$ cat src/rtl/mem_loader_pkg.sv
// ---------------------------------------------------------------------------
// mem_loader_pkg
//  Shared definitions for the boot-time program loader:
//   - state_t         : loader FSM states
//   - I_START_ADDRESS : default first write address (start of instruction space)
//   - LEN_W           : width of the frame length field (2 bytes, LSB first)
//   - BYTE_W / WORD_W : stream byte and RAM word widths
//   - is_armable()    : states in which a start pulse is honoured
// ---------------------------------------------------------------------------
package mem_loader_pkg;

    typedef enum logic [2:0] {
        IDLE  = 3'd0,
        LEN   = 3'd1,
        DATA  = 3'd2,
        WRITE = 3'd3,
        CSUM  = 3'd4,
        DONE  = 3'd5,
        ERR   = 3'd6
    } state_t;

    localparam logic [31:0] I_START_ADDRESS = 32'h0040_0000;
    localparam int          LEN_W           = 16;
    localparam int          BYTE_W          = 8;
    localparam int          WORD_W          = 32;

    // A start pulse only re-arms the loader when no frame is in flight.
    function automatic logic is_armable(input state_t s);
        return (s == IDLE) || (s == DONE) || (s == ERR);
    endfunction

endpackage

$ cat src/rtl/mem_loader_word_packer.sv
// ---------------------------------------------------------------------------
// mem_loader_word_packer
//  Packs a byte stream little-endian into 32-bit words. The first byte of a
//  word ends up in bits [7:0]. word_valid is a combinational pulse in the
//  same cycle the fourth byte is presented, so the caller can capture the
//  full word on the very edge that consumes that byte.
// Ports:
//  clk_100M    in   clock
//  reset       in   async, active-high
//  clear       in   restart packing at byte 0 (new frame)
//  byte_valid  in   byte_data is consumed this cycle
//  byte_data   in   8-bit stream byte
//  word_valid  out  fourth byte of a word is being consumed this cycle
//  word_data   out  assembled word (valid while word_valid=1)
// ---------------------------------------------------------------------------
module mem_loader_word_packer
    import mem_loader_pkg::*;
(
    input  logic              clk_100M,
    input  logic              reset,
    input  logic              clear,
    input  logic              byte_valid,
    input  logic [BYTE_W-1:0] byte_data,
    output logic              word_valid,
    output logic [WORD_W-1:0] word_data
);

    // Holds the three earlier bytes of the word; each new byte enters at the
    // top so that after three bytes the first one has reached bits [7:0].
    logic [WORD_W-BYTE_W-1:0] shreg;
    logic [1:0]               byte_cnt;

    assign word_valid = byte_valid && (byte_cnt == 2'd3);
    assign word_data  = {byte_data, shreg};

    always_ff @(posedge clk_100M or posedge reset) begin
        if (reset) begin
            shreg    <= '0;
            byte_cnt <= 2'd0;
        end else if (clear) begin
            shreg    <= '0;
            byte_cnt <= 2'd0;
        end else if (byte_valid) begin
            shreg    <= {byte_data, shreg[WORD_W-BYTE_W-1:BYTE_W]};
            byte_cnt <= byte_cnt + 2'd1;
        end
    end

endmodule

$ cat src/rtl/mem_loader.sv
// ---------------------------------------------------------------------------
// mem_loader
//  Boot-time program loader in front of the unified instruction/data RAM.
//  Receives a frame over a valid/ready byte stream:
//     length N (2 bytes, LSB first), then 4*N data bytes (LSB first per word)
//  and writes the words to consecutive RAM addresses starting at BASE_ADDR,
//  holding wr_en for WR_HOLD cycles per word so the slow RAM clock sees it.
//  The processor is held in reset (cpu_hold) while a frame is being loaded
//  and after a failed load.
//
//  Optional feature: define MEM_LOADER_CHECKSUM_EN to append one checksum
//  byte to every frame; it must equal the XOR of all data bytes (8'h00 for
//  an empty frame), otherwise the load ends in the error state.
//
// Parameters:
//  BASE_ADDR   first write address (word aligned)
//  MAX_WORDS   largest length field accepted; larger lengths are an error
//  WR_HOLD     cycles wr_en stays high for each word
//  TIMEOUT     idle cycles tolerated between bytes inside a frame
// Ports:
//  clk_100M      in   clock
//  reset         in   async, active-high
//  start         in   1-cycle arm pulse (honoured in IDLE/DONE/ERR only)
//  rx_data       in   stream byte
//  rx_valid      in   rx_data valid
//  rx_ready      out  byte accepted this cycle when rx_valid is also high
//  wr_en         out  RAM write enable
//  addr          out  RAM byte address
//  w_data        out  RAM write data
//  cpu_hold      out  keep processor in reset
//  busy          out  frame in progress
//  done          out  last frame loaded successfully (sticky until start)
//  error         out  last frame failed (sticky until start)
//  words_loaded  out  words written in the current/last frame
// ---------------------------------------------------------------------------
module mem_loader
    import mem_loader_pkg::*;
#(
    parameter logic [31:0] BASE_ADDR = I_START_ADDRESS,
    parameter int          MAX_WORDS = 512,
    parameter int          WR_HOLD   = 4,
    parameter int          TIMEOUT   = 1_000_000
) (
    input  logic              clk_100M,
    input  logic              reset,
    input  logic              start,
    input  logic [BYTE_W-1:0] rx_data,
    input  logic              rx_valid,
    output logic              rx_ready,
    output logic              wr_en,
    output logic [31:0]       addr,
    output logic [WORD_W-1:0] w_data,
    output logic              cpu_hold,
    output logic              busy,
    output logic              done,
    output logic              error,
    output logic [LEN_W-1:0]  words_loaded
);

    localparam int          HOLD_W      = (WR_HOLD > 1) ? $clog2(WR_HOLD) : 1;
    localparam int          IDLE_W      = $clog2(TIMEOUT + 1);
    localparam logic [31:0] MAX_WORDS_U = 32'(MAX_WORDS);

`ifdef MEM_LOADER_CHECKSUM_EN
    // After the last word (or an empty length) the checksum byte follows.
    localparam state_t FINAL_ST = CSUM;
`else
    localparam state_t FINAL_ST = DONE;
`endif

    state_t              state;
    state_t              state_nx;

    logic                xfer;
    logic                arm;
    logic                timeout_hit;
    logic                hold_last;
    logic                last_word;
    logic                len_phase;
    logic                len_zero;
    logic                len_over;
    logic [BYTE_W-1:0]   len_lo;
    logic [LEN_W-1:0]    len_n;
    logic [LEN_W-1:0]    len_field;
    logic [HOLD_W-1:0]   hold_cnt;
    logic [IDLE_W-1:0]   idle_cnt;
    logic                word_valid;
    logic [WORD_W-1:0]   word_data;

`ifdef MEM_LOADER_CHECKSUM_EN
    logic [BYTE_W-1:0]   csum;
    logic                csum_ok;
    assign csum_ok = (rx_data == csum);
`endif

    // -----------------------------------------------------------------------
    // Status decode (all derived from the registered state)
    // -----------------------------------------------------------------------
    assign rx_ready = (state == LEN) || (state == DATA) || (state == CSUM);
    assign wr_en    = (state == WRITE);
    assign busy     = (state == LEN) || (state == DATA) ||
                      (state == WRITE) || (state == CSUM);
    // Processor stays in reset after a failed load so it never runs a
    // partially written image.
    assign cpu_hold = busy || (state == ERR);
    assign done     = (state == DONE);
    assign error    = (state == ERR);

    assign xfer      = rx_valid && rx_ready;
    assign arm       = start && is_armable(state);
    assign len_field = {rx_data, len_lo};
    assign len_zero  = (len_field == '0);
    assign len_over  = ({16'd0, len_field} > MAX_WORDS_U);
    assign last_word = ((words_loaded + 16'd1) == len_n);
    assign hold_last = (hold_cnt == HOLD_W'(WR_HOLD - 1));
    // A byte arriving in the cycle the limit is reached still wins.
    assign timeout_hit = rx_ready && !xfer && (idle_cnt == IDLE_W'(TIMEOUT - 1));

    mem_loader_word_packer u_word_packer (
        .clk_100M   (clk_100M),
        .reset      (reset),
        .clear      (arm),
        .byte_valid (xfer && (state == DATA)),
        .byte_data  (rx_data),
        .word_valid (word_valid),
        .word_data  (word_data)
    );

    // -----------------------------------------------------------------------
    // FSM state register
    // -----------------------------------------------------------------------
    always_ff @(posedge clk_100M or posedge reset) begin
        if (reset) begin
            state <= IDLE;
        end else begin
            state <= state_nx;
        end
    end

    // -----------------------------------------------------------------------
    // FSM next-state logic
    // -----------------------------------------------------------------------
    always_comb begin
        state_nx = state;
        case (state)
            IDLE, DONE, ERR: begin
                if (start) begin
                    state_nx = LEN;
                end
            end
            LEN: begin
                if (timeout_hit) begin
                    state_nx = ERR;
                end else if (xfer && len_phase) begin
                    if (len_zero) begin
                        state_nx = FINAL_ST;
                    end else if (len_over) begin
                        state_nx = ERR;
                    end else begin
                        state_nx = DATA;
                    end
                end
            end
            DATA: begin
                if (timeout_hit) begin
                    state_nx = ERR;
                end else if (word_valid) begin
                    state_nx = WRITE;
                end
            end
            WRITE: begin
                if (hold_last) begin
                    state_nx = last_word ? FINAL_ST : DATA;
                end
            end
            CSUM: begin
`ifdef MEM_LOADER_CHECKSUM_EN
                if (timeout_hit) begin
                    state_nx = ERR;
                end else if (xfer) begin
                    state_nx = csum_ok ? DONE : ERR;
                end
`else
                // Unreachable without the checksum feature.
                state_nx = ERR;
`endif
            end
            default: state_nx = IDLE;
        endcase
    end

    // -----------------------------------------------------------------------
    // Datapath: length capture, word latch, write hold, address/count update
    // -----------------------------------------------------------------------
    always_ff @(posedge clk_100M or posedge reset) begin
        if (reset) begin
            addr         <= BASE_ADDR;
            w_data       <= '0;
            words_loaded <= '0;
            len_n        <= '0;
            len_lo       <= '0;
            len_phase    <= 1'b0;
            hold_cnt     <= '0;
            idle_cnt     <= '0;
        end else begin
            // Counts only idle cycles while a byte is expected.
            if (!rx_ready || xfer) begin
                idle_cnt <= '0;
            end else begin
                idle_cnt <= idle_cnt + 1'b1;
            end

            if (arm) begin
                addr         <= BASE_ADDR;
                words_loaded <= '0;
                len_phase    <= 1'b0;
            end

            if ((state == LEN) && xfer) begin
                if (!len_phase) begin
                    len_lo    <= rx_data;
                    len_phase <= 1'b1;
                end else begin
                    len_n     <= len_field;
                    len_phase <= 1'b0;
                end
            end

            // w_data is captured on entry to WRITE and left untouched until
            // the next word, so it is stable across the whole wr_en window.
            if ((state == DATA) && word_valid) begin
                w_data   <= word_data;
                hold_cnt <= '0;
            end

            // addr advances on the edge that ends the wr_en window.
            if (state == WRITE) begin
                hold_cnt <= hold_cnt + 1'b1;
                if (hold_last) begin
                    addr         <= addr + 32'd4;
                    words_loaded <= words_loaded + 16'd1;
                end
            end
        end
    end

`ifdef MEM_LOADER_CHECKSUM_EN
    // Running XOR over the data bytes of the current frame.
    always_ff @(posedge clk_100M or posedge reset) begin
        if (reset) begin
            csum <= '0;
        end else if (arm) begin
            csum <= '0;
        end else if ((state == DATA) && xfer) begin
            csum <= csum ^ rx_data;
        end
    end
`endif

endmodule

$ cat config.mk
export PLATFORM = sky130hd
export DESIGN_NAME = mem_loader
export DESIGN_NICKNAME = d
export VERILOG_FILES = /design/src/rtl/mem_loader_pkg.sv /design/src/rtl/mem_loader_word_packer.sv /design/src/rtl/mem_loader.sv
export SDC_FILE = /design/constraint.sdc
export NUM_CORES = 1
export LEC_CHECK = 0
export ABC_AREA = 1
export CAP_MARGIN = 5
export CORE_MARGIN = 2
export CORE_UTILIZATION = 45
export CTS_BUF_LIST = sky130_fd_sc_hd__clkbuf_8 sky130_fd_sc_hd__clkbuf_16
export DETAILED_ROUTE_END_ITERATION = 8
export PLACE_DENSITY = 0.74
export SLEW_MARGIN = 40
export SYNTH_ARGS = -nofsm -noshare
export SYNTH_HDL_FRONTEND = slang
export SYNTH_SLANG_ARGS = --single-unit
$ cat constraint.sdc
create_clock -name clk_100M -period 5.2 [get_ports clk_100M]
set_input_delay 1.04 -clock clk_100M [delete_from_list [all_inputs] [get_ports clk_100M]]
set_output_delay 1.04 -clock clk_100M [all_outputs]
set_load 0.03 [all_outputs]
# [Word-level counts from Yosys, hierarchy flattened]
# Cells that the tools add are included.
[classes] eq_ne=14 reduce_logical=28 bitwise_logic=1 addsub=5 n_mux=26 n_lt_le_gt_ge=1
[ops] cell="$mux 32" n=3
[ops] cell="$mux 16" n=3
[ops] cell="$mux 24" n=2
[ops] cell="$add 32x3->32 const B" n=1
[ops] cell="$mux 3" n=9
[ops] cell="$add 20x1->20 const B" n=1
[ops] cell="$eq 20x20->1 const B" n=1
[ops] cell="$mux 20" n=1
[ops] cell="$add 16x1->16 const B" n=1
[ops] cell="$eq 16x16->1" n=1
[ops] cell="$gt 16x10->1 const B" n=1
[ops] cell="$logic_not 16->1" n=1
[ops] cell="$pmux 3 s5" n=1
[ops] cell="$eq 3x3->1 const B" n=3
[ops] cell="$logic_and 1x1->1" n=9
[ops] cell="$logic_or 1x1->1" n=8
[ops] cell="$mux 2" n=4
[ops] cell="$eq 3x2->1 const B" n=2
[ops] cell="$reduce_bool 2->1" n=3
[ops] cell="$add 2x1->2 const B" n=2
[ops] cell="$eq 2x2->1 const B" n=2
[ops] cell="$reduce_and 2->1" n=2
[ops] cell="$reduce_and 4->1" n=1
[ops] cell="$eq 3x1->1 const B" n=1
[ops] cell="other kinds (9)" n=12
[word_totals] out_inout_bits=86 ff_bits=156 word_cells=86 input_bits=12

# [Longest topological paths before layout]
# Gate-level depths: netlist (run 1).
[depth] word_depth=9 ltp_mapped=16 ltp_nobuf=16

# [Modules after synthesis]
# Synthesis (run 1) repeated with hierarchy kept, for this count alone.
[hier_totals] hier_cells=926 area_unflattened_um2=7816.2
[by_module_without_submodules] mod="mem_loader" n_inst=1 area_per_inst_um2=6547.5 cells_per_inst=800 seq_area_each_um2=3254.4
[by_module_without_submodules] mod="mem_loader_word_packer" n_inst=1 area_per_inst_um2=1268.7 cells_per_inst=126 seq_area_each_um2=650.6

# [Worst setup path after synthesis (run 1)]
# Ideal clock, no wire load.
[synth_timing] path_type="register to output" from="register state[1]" to="output port cpu_hold" path_buffers=0 arrival_time_ps=1321 stages_incl_launch_ff=7 required_time_ps=4160 setup_slack_ps=2839 path_cell_list="dfrtp_1 -> inv_1 -> nor2_1 -> nand2_1 -> nand3_2 -> inv_1 -> nand3_1"
[synth_between] elab_chain_cells=5 elab_cells_between_ends=9 classes_between="eq/ne (5); reduce/logical (4)"
[synth_rtl] element="start: declaration" line="mem_loader.sv:71" rtl="state_t state;"
[synth_rtl] element="start signal: assignment" line="mem_loader.sv:136" rtl="state <= state_nx;"
[synth_rtl] element="$eq 3x1->1 / $eq 3x2->1 (equally long branches)" line="mem_loader.sv:101" rtl="assign busy = (state == LEN) || (state == DATA) ||"
[synth_rtl] element="$logic_or 1x1->1 (2 in series)" line="mem_loader.sv:101"
[synth_rtl] element="$logic_or 1x1->1" line="mem_loader.sv:102" rtl="(state == WRITE) || (state == CSUM);"
[synth_rtl] element="$logic_or 1x1->1 *" line="mem_loader.sv:105" rtl="assign cpu_hold = busy || (state == ERR);"
[synth_rtl] element="end: declaration" line="mem_loader.sv:53" rtl="output logic cpu_hold,"
# Mark *: on every way between the ends. The rest lies on a longest branch, timed or not.

# [Worst setup path in the final report (run 1)]
# Ends and elaborated chain as after synthesis.

==> metrics.md, run 1 <==
| Metric | Value |
|---|---|
| Post-synth top area cell | dfrtp_1 |
| Final Net Count | 1,017 |
| Reg clk slew, reported paths | 0.07 ns |
| Syn_area_per_cell | 8.40 sq um |
| Core area | 16,500 sq um |
| WS Path Type | register to output pin |
| CP endpoint kind | output pin |
| Seq/Total Area, Yosys | 51.5% |
| Synthesized area | 7580 sq um |
| Hold Fails Final Rpt | 0 |
| CTS buffer count | 17 |
| Via density per instance | 5.12 |
| Routability Congestion | 0.885 |
| Maxcap violations | 0 |
| Number of global-route vias before repair | 5,940 |
| TritonCTS clock tree | done |
| Final worst path period need | 3.30 ns |
| Mapped Cells | 902 |
| DRT antenna net count | 0 |
| Iteration-0 DRC Markers | 413 |
| Tcrit/Tclk final | 63.5% |
| Synth warnings | 0 |
| Unique masters post-synth | 41 |
| Maximum VDD drop | 0.270 mV |
| Ys async rst share | 100% |
| Clk root buf | clkbuf_16 |
| Area growth syn-to-layout | 23.8% |
| Hold Path Class | register to register |
| CTS Sinks | 156 |
| Initial Util | 45.9% |
| Global-route wire length before repair | 28,700 um |
| Primary FF master, synth | dfrtp_1 |
| Clk_lat worst skew | 0.43 ns |
| Fillers | 1,464 |
| Critical Path RT | 4.16 ns |
| Rel. slew slack | 50.6% |
| Yosys reg bits | 156 |
| Status | finished, final reports clean |
| Max-slew violation count | 0 |
| WL/cell | 13.8 um |
| Layout cells sized above 1 | 8.00% |
| CP arrival | 2.26 ns |
| GRT Util Overall | 19.9% |
| Initial antenna violation count | 0 |
| Hold_buf cts | 0 |
| Post-cts resize count | 0 |
| Chip height | 134 um |
| Crit Path Max Fanout | 5 |
| 1st-pass router iterations | 5 |
| Num ports | 98 |
| Slew @ Worst Pin | 0.740 ns |
| Width of the die | 134 um |
| Fmax | 0.303 GHz |
| Largest cells by area after synthesis | dfrtp_1 (51%), nand2_1 (10%), inv_1 (6.4%) |
| Row count | 47 |
| Total number of vias | 6,314 |
| Setup Buffers After CTS | 0 |
| IO Port Bufs | 97 |
| RSZ-0062 raised after global routing | no |
| Drt total wl | 17,100 um |
| Leakage | 4.59 nW |
| DRC Markers | 0 |
| Post-DP HPWL | 11,800 um |
| Final setup violation count | 0 |
| Worst Setup Start Kind | register |
| DIE AREA | 17,900 sq um |
| Post-synth EDFFs | 0 |
| Largest net degree at the start of global routing | 157 |
| Top-area cell type share of the netlist area | 51.2% |
| # diodes | 0 |
| TNS Setup | 0 ns |
| Depth of the CTS H-tree | 4 |
| Pwr per Cell Area | 417 nW/um^2 |
| Syn Nets | 919 |
| Total Power | 3.91 mW |
| Grt ovf | 0 |
| Clock skew | 0.00832 ns |
| Maximum clock path buffer count | 2 |
==> Yosys cell counts (2+ instances only) <==
cell and n:
nand3_2 2, ha_1 5, nand2_2 3, o21a_1 4, clkinv_1 2, nor2_1 70, o21ai_0 64, nand4_1 14
inv_2 3, nor2_4 3, a22oi_1 26, xor2_1 3, o21ai_1 3, nand2_1 211, buf_4 2, o22ai_1 12
buf_2 4, nand2_4 2, mux2_2 24, nor4_1 7, clkbuf_1 14, nand3_1 62, a21oi_1 28, a211oi_1 3
nor3_1 25, nand3b_1 7, dfrtp_1 155, inv_1 130, xnor2_1 2
==> registers in the layout, summed over array words and instances, names as in the netlist, 2 cells and up <==
register	cells
addr	32
hold_cnt	2
idle_cnt	20
len_lo	8
len_n	16
state	3
u_word_packer.byte_cnt	2
u_word_packer.shreg	24
w_data	32
words_loaded	16
==> critical path: stages, from the launching register on <==
cell and delay, ns:
dfrtp_1 0.46, inv_1 0.09, nor2_1 0.14, nand2_1 0.18, nand3_2 0.16, inv_1 0.07
nand3_1 0.06, clkdlybuf4s50_1 0.67
==> path summary, 6_finish.rpt <==
check,start,to,slack [ns],cells past startpoint
max,state[1],cpu_hold,1.90,7
min,idle_cnt[0],idle_cnt[0],0.46,1
max reg2reg,state[2],u_word_packer.shreg[20],2.40,9
min reg2reg,idle_cnt[0],idle_cnt[0],0.46,1
max in group asynchronous,reset,idle_cnt[12],3.37,4
min in group asynchronous,reset,idle_cnt[9],1.03,3
==> metal layers <==
layer  part of all wire (%)  GRT usage (%)  wire, um  vias up
met4                    1.3           6.68       214        0
met1                     48           27.8      8100     2982
met5                      0              0         0        -
met2                     46           31.0      7930      146
met3                    4.7           4.50       810       20
li1                       -              -         -     3166
==> final cells by class <==
class                   instances  area (sq um)  area share [%]
flip-flops and latches        156          3910            41.6
multi-input cells             590          3090            32.9
repair buffers                 99          1020            10.9
inverters                     136           515            5.49
clock buffers                  17           425            4.53
well taps                     220           275            2.93
clock inverters                15           158            1.68
==> where the power goes <==
group	switching (mW)	internal, mW	total [mW]
sequential	0.176	1.42	1.60
combinational	0.705	0.394	1.10
clock	0.542	0.675	1.22
total	1.42	2.49	3.91
==> stage by stage <==
| step | setup WS (ns) | area (sq um) | cells | hold WS [ns] | utilization (%) |
|---|---|---|---|---|---|
| 5_1_grt | 1.63 | 9390 | 1233 | 0.505 | 56.8 |
| 6_report | 1.90 | 9390 | 1233 | 0.463 | 56.8 |
| 4_1_cts | 1.88 | 9350 | 1232 | 0.464 | 56.6 |
| 2_1_floorplan | 2.19 | 7580 | 902 | 0.433 | - |
| 3_3_place_gp | 1.57 | 8760 | 1200 | 0.449 | 53.0 |
| 3_5_place_dp | 1.60 | 8770 | 1200 | 0.455 | 53.1 |
==> layout by cell type, fill, tap and decap left out, types with 5 or more instances in the layout <==
cell type          n
nand3b_1           7
mux2_2            24
ha_1               5
nor4_1             7
nand3_1           62
clkdlybuf4s50_1   97
nand2_1          210
nor2_1            70
o21ai_0           64
inv_1            130
nand4_1           14
nor3_1            25
a22oi_1           26
o22ai_1           12
dfrtp_1          155
clkbuf_16         17
a21oi_1           28
==> cell families after synthesis <==
kind of cell / after synthesis / share of synthesized area, %
simple gates: 414 / 24.6
compound gates: 140 / 10.5
flops: 156 / 51.5
buf+inv: 156 / 7.91
mux: 25 / 3.70
fa+ha+maj: 5 / 0.825
xor+xnor: 6 / 0.875
(Power assumes the default switching activity.)
==> run 2, diff against run 1 <==
==> constraint.sdc (replaced) <==
create_clock -name clk_100M -period 2.67 [get_ports clk_100M]
set_input_delay 0.534 -clock clk_100M [delete_from_list [all_inputs] [get_ports clk_100M]]
set_output_delay 0.534 -clock clk_100M [all_outputs]
set_load 0.03 [all_outputs]
==> metrics.md, run 2 (synthesis gave the netlist of run 1 again) <==
| Metric | Value |
|---|---|
| Worst Setup Start Kind | register |
| Clk_lat worst skew | 0.44 ns |
| Regs by FF count | addr x32, w_data x32, u_word_packer.shreg x24 |
| GRT Max-Usage Layer | met2 |
| RSZ-0062 raised after global routing | no |
| TritonCTS clock tree | done |
| CP endpoint kind | output pin |
| Most common cell after layout, fill and taps aside | nand2_1 |
| DRT antenna net count | 0 |
| CTS buffer count | 17 |
| Core area | 16,500 sq um |
| TNS Setup | 0 ns |
| WL/cell | 14.3 um |
| IO Port Bufs | 97 |
| Status | finished, final reports clean |
| Leakage | 4.64 nW |
| CTS Sinks | 156 |
| Row count | 47 |
| Reg clk slew, reported paths | 0.07 ns |
| Final Net Count | 1,028 |
| Post-DP HPWL | 12,500 um |
| Via density per instance | 5.15 |
| Grt ovf | 0 |
| Critical Path RT | 2.14 ns |
| Depth of the CTS H-tree | 4 |
| Clock skew | 0.0107 ns |
| Global-route wire length before repair | 30,100 um |
| Reg2reg end | addr[24] |
| Maximum VDD drop | 0.547 mV |
| Crit Path Max Fanout | 5 |
| Largest net degree at the start of global routing | 53 |
| Initial antenna violation count | 0 |
| Routability Congestion | 0.879 |
| Total Power | 7.64 mW |
| Width of the die | 134 um |
| Pwr per Cell Area | 807 nW/um^2 |
| Worst-case reg-to-reg path depth | 12 |
| Slew @ Worst Pin | 0.638 ns |
| Chip height | 134 um |
| Iteration-0 DRC Markers | 524 |
| Commonest cells after routing, fill and taps aside | nand2_1 (211), dfrtp_1 (155), inv_1 (129), clkdlybuf4s50_1 (94), nor2_1 (70) |
| Total number of vias | 6,403 |
| Clk root buf | clkbuf_16 |
| Worst Hold Launch | idle_cnt[0] |
| Met1 GRT Util | 28.4% |
| WS Path Type | register to output pin |
| Initial Util | 45.9% |
| Rel. slew slack | 57.0% |
| Final setup violation count | 0 |
| Worst Setup EP | cpu_hold |
| Area growth syn-to-layout | 24.9% |
| Num ports | 98 |
| # diodes | 0 |
| Met3 GRT Util | 4.69% |
| Max-slew violation count | 0 |
| Number of global-route vias before repair | 6,238 |
| Final worst path period need | 2.53 ns |
| Worst reg2reg startpoint | state[2] |
| Tcrit/Tclk final | 94.6% |
| Layout cells sized above 1 | 8.98% |
| Post-DP Area | 8890 sq um |
| DIE AREA | 17,900 sq um |
| Worst setup startpoint | state[1] |
| Hold Path Class | register to register |
| DRC Markers | 0 |
| Fmax | 0.396 GHz |
| 1st-pass router iterations | 5 |
| Setup Buffers After CTS | 0 |
| Finished Cell Area | 9470 sq um |
| Drt total wl | 17,700 um |
| GRT Util Overall | 20.9% |
| Met2 track demand over resource | 33.4% |
| Maxcap violations | 0 |
| CP arrival | 1.99 ns |
| Maximum clock path buffer count | 2 |
| Hold Fails Final Rpt | 0 |
| Flop-to-flop setup slack | 0.38 ns |
run 2: timing repair:
item,CTS,global route
endpoints found under the hold margin,0,0
hold buffers,0,0
resized for setup,3,1
setup endpoints to repair,3,1
run 2: cell type report:
| cell class | instances | area, sq um |
|---|---|---|
| Multi-Input combinational cell | 590 | 3080 |
| Clock inverter | 15 | 151 |
| Timing Repair Buffer | 110 | 1110 |
| Tap cell | 220 | 275 |
| Inverter | 136 | 517 |
| Sequential cell | 156 | 3910 |
| Clock buffer | 17 | 425 |
| Fill cell | 1449 | 7060 |
run 2: through the flow:
step / util, % / hold WS, ns / cells / worst slack [ns]
after global placement: 53.8 / 0.450 / 1212 / 0.312
after floorplan: - / 0.433 / 902 / 0.164
after detailed placement: 53.8 / 0.453 / 1212 / 0.330
after global routing: 57.3 / 0.481 / 1244 / 0.0168
final: 57.3 / 0.459 / 1244 / 0.145
after CTS: 57.3 / 0.462 / 1244 / 0.133
run 2: routing by layer:
metal | wire length (um) | part of all wire [%]
met3 | 979 | 5.5
met5 | 0 | 0
met1 | 8250 | 46
met4 | 199 | 1.1
met2 | 8310 | 47
run 2: worst min-delay path by stage:
| stage | end | slack [ns] | cells after the start |
|---|---|---|---|
| 6_report | idle_cnt[0] | 0.46 | 1 |
| 5_1_grt | idle_cnt[0] | 0.48 | 1 |
| 4_1_cts | idle_cnt[0] | 0.46 | 1 |
| 3_5_place_dp | idle_cnt[0] | 0.45 | 1 |
| 3_3_place_gp | idle_cnt[0] | 0.45 | 1 |
| 2_1_floorplan | idle_cnt[0] | 0.43 | 1 |
run 2: critical path, cell delays in order, from the launching register on:
cell,delay (ns)
dfrtp_1,0.46
inv_1,0.08
nor2_1,0.15
nand2_1,0.19
nand3_2,0.16
inv_1,0.07
nand3_1,0.06
dlygate4sd2_1,0.40
run 2: power breakdown:
group	switching [mW]	internal, mW	leakage, nW
Sequential	0.341	2.77	2.13
Clock	1.12	1.24	0.282
Combinational	1.40	0.771	2.23
Total	2.86	4.78	4.64
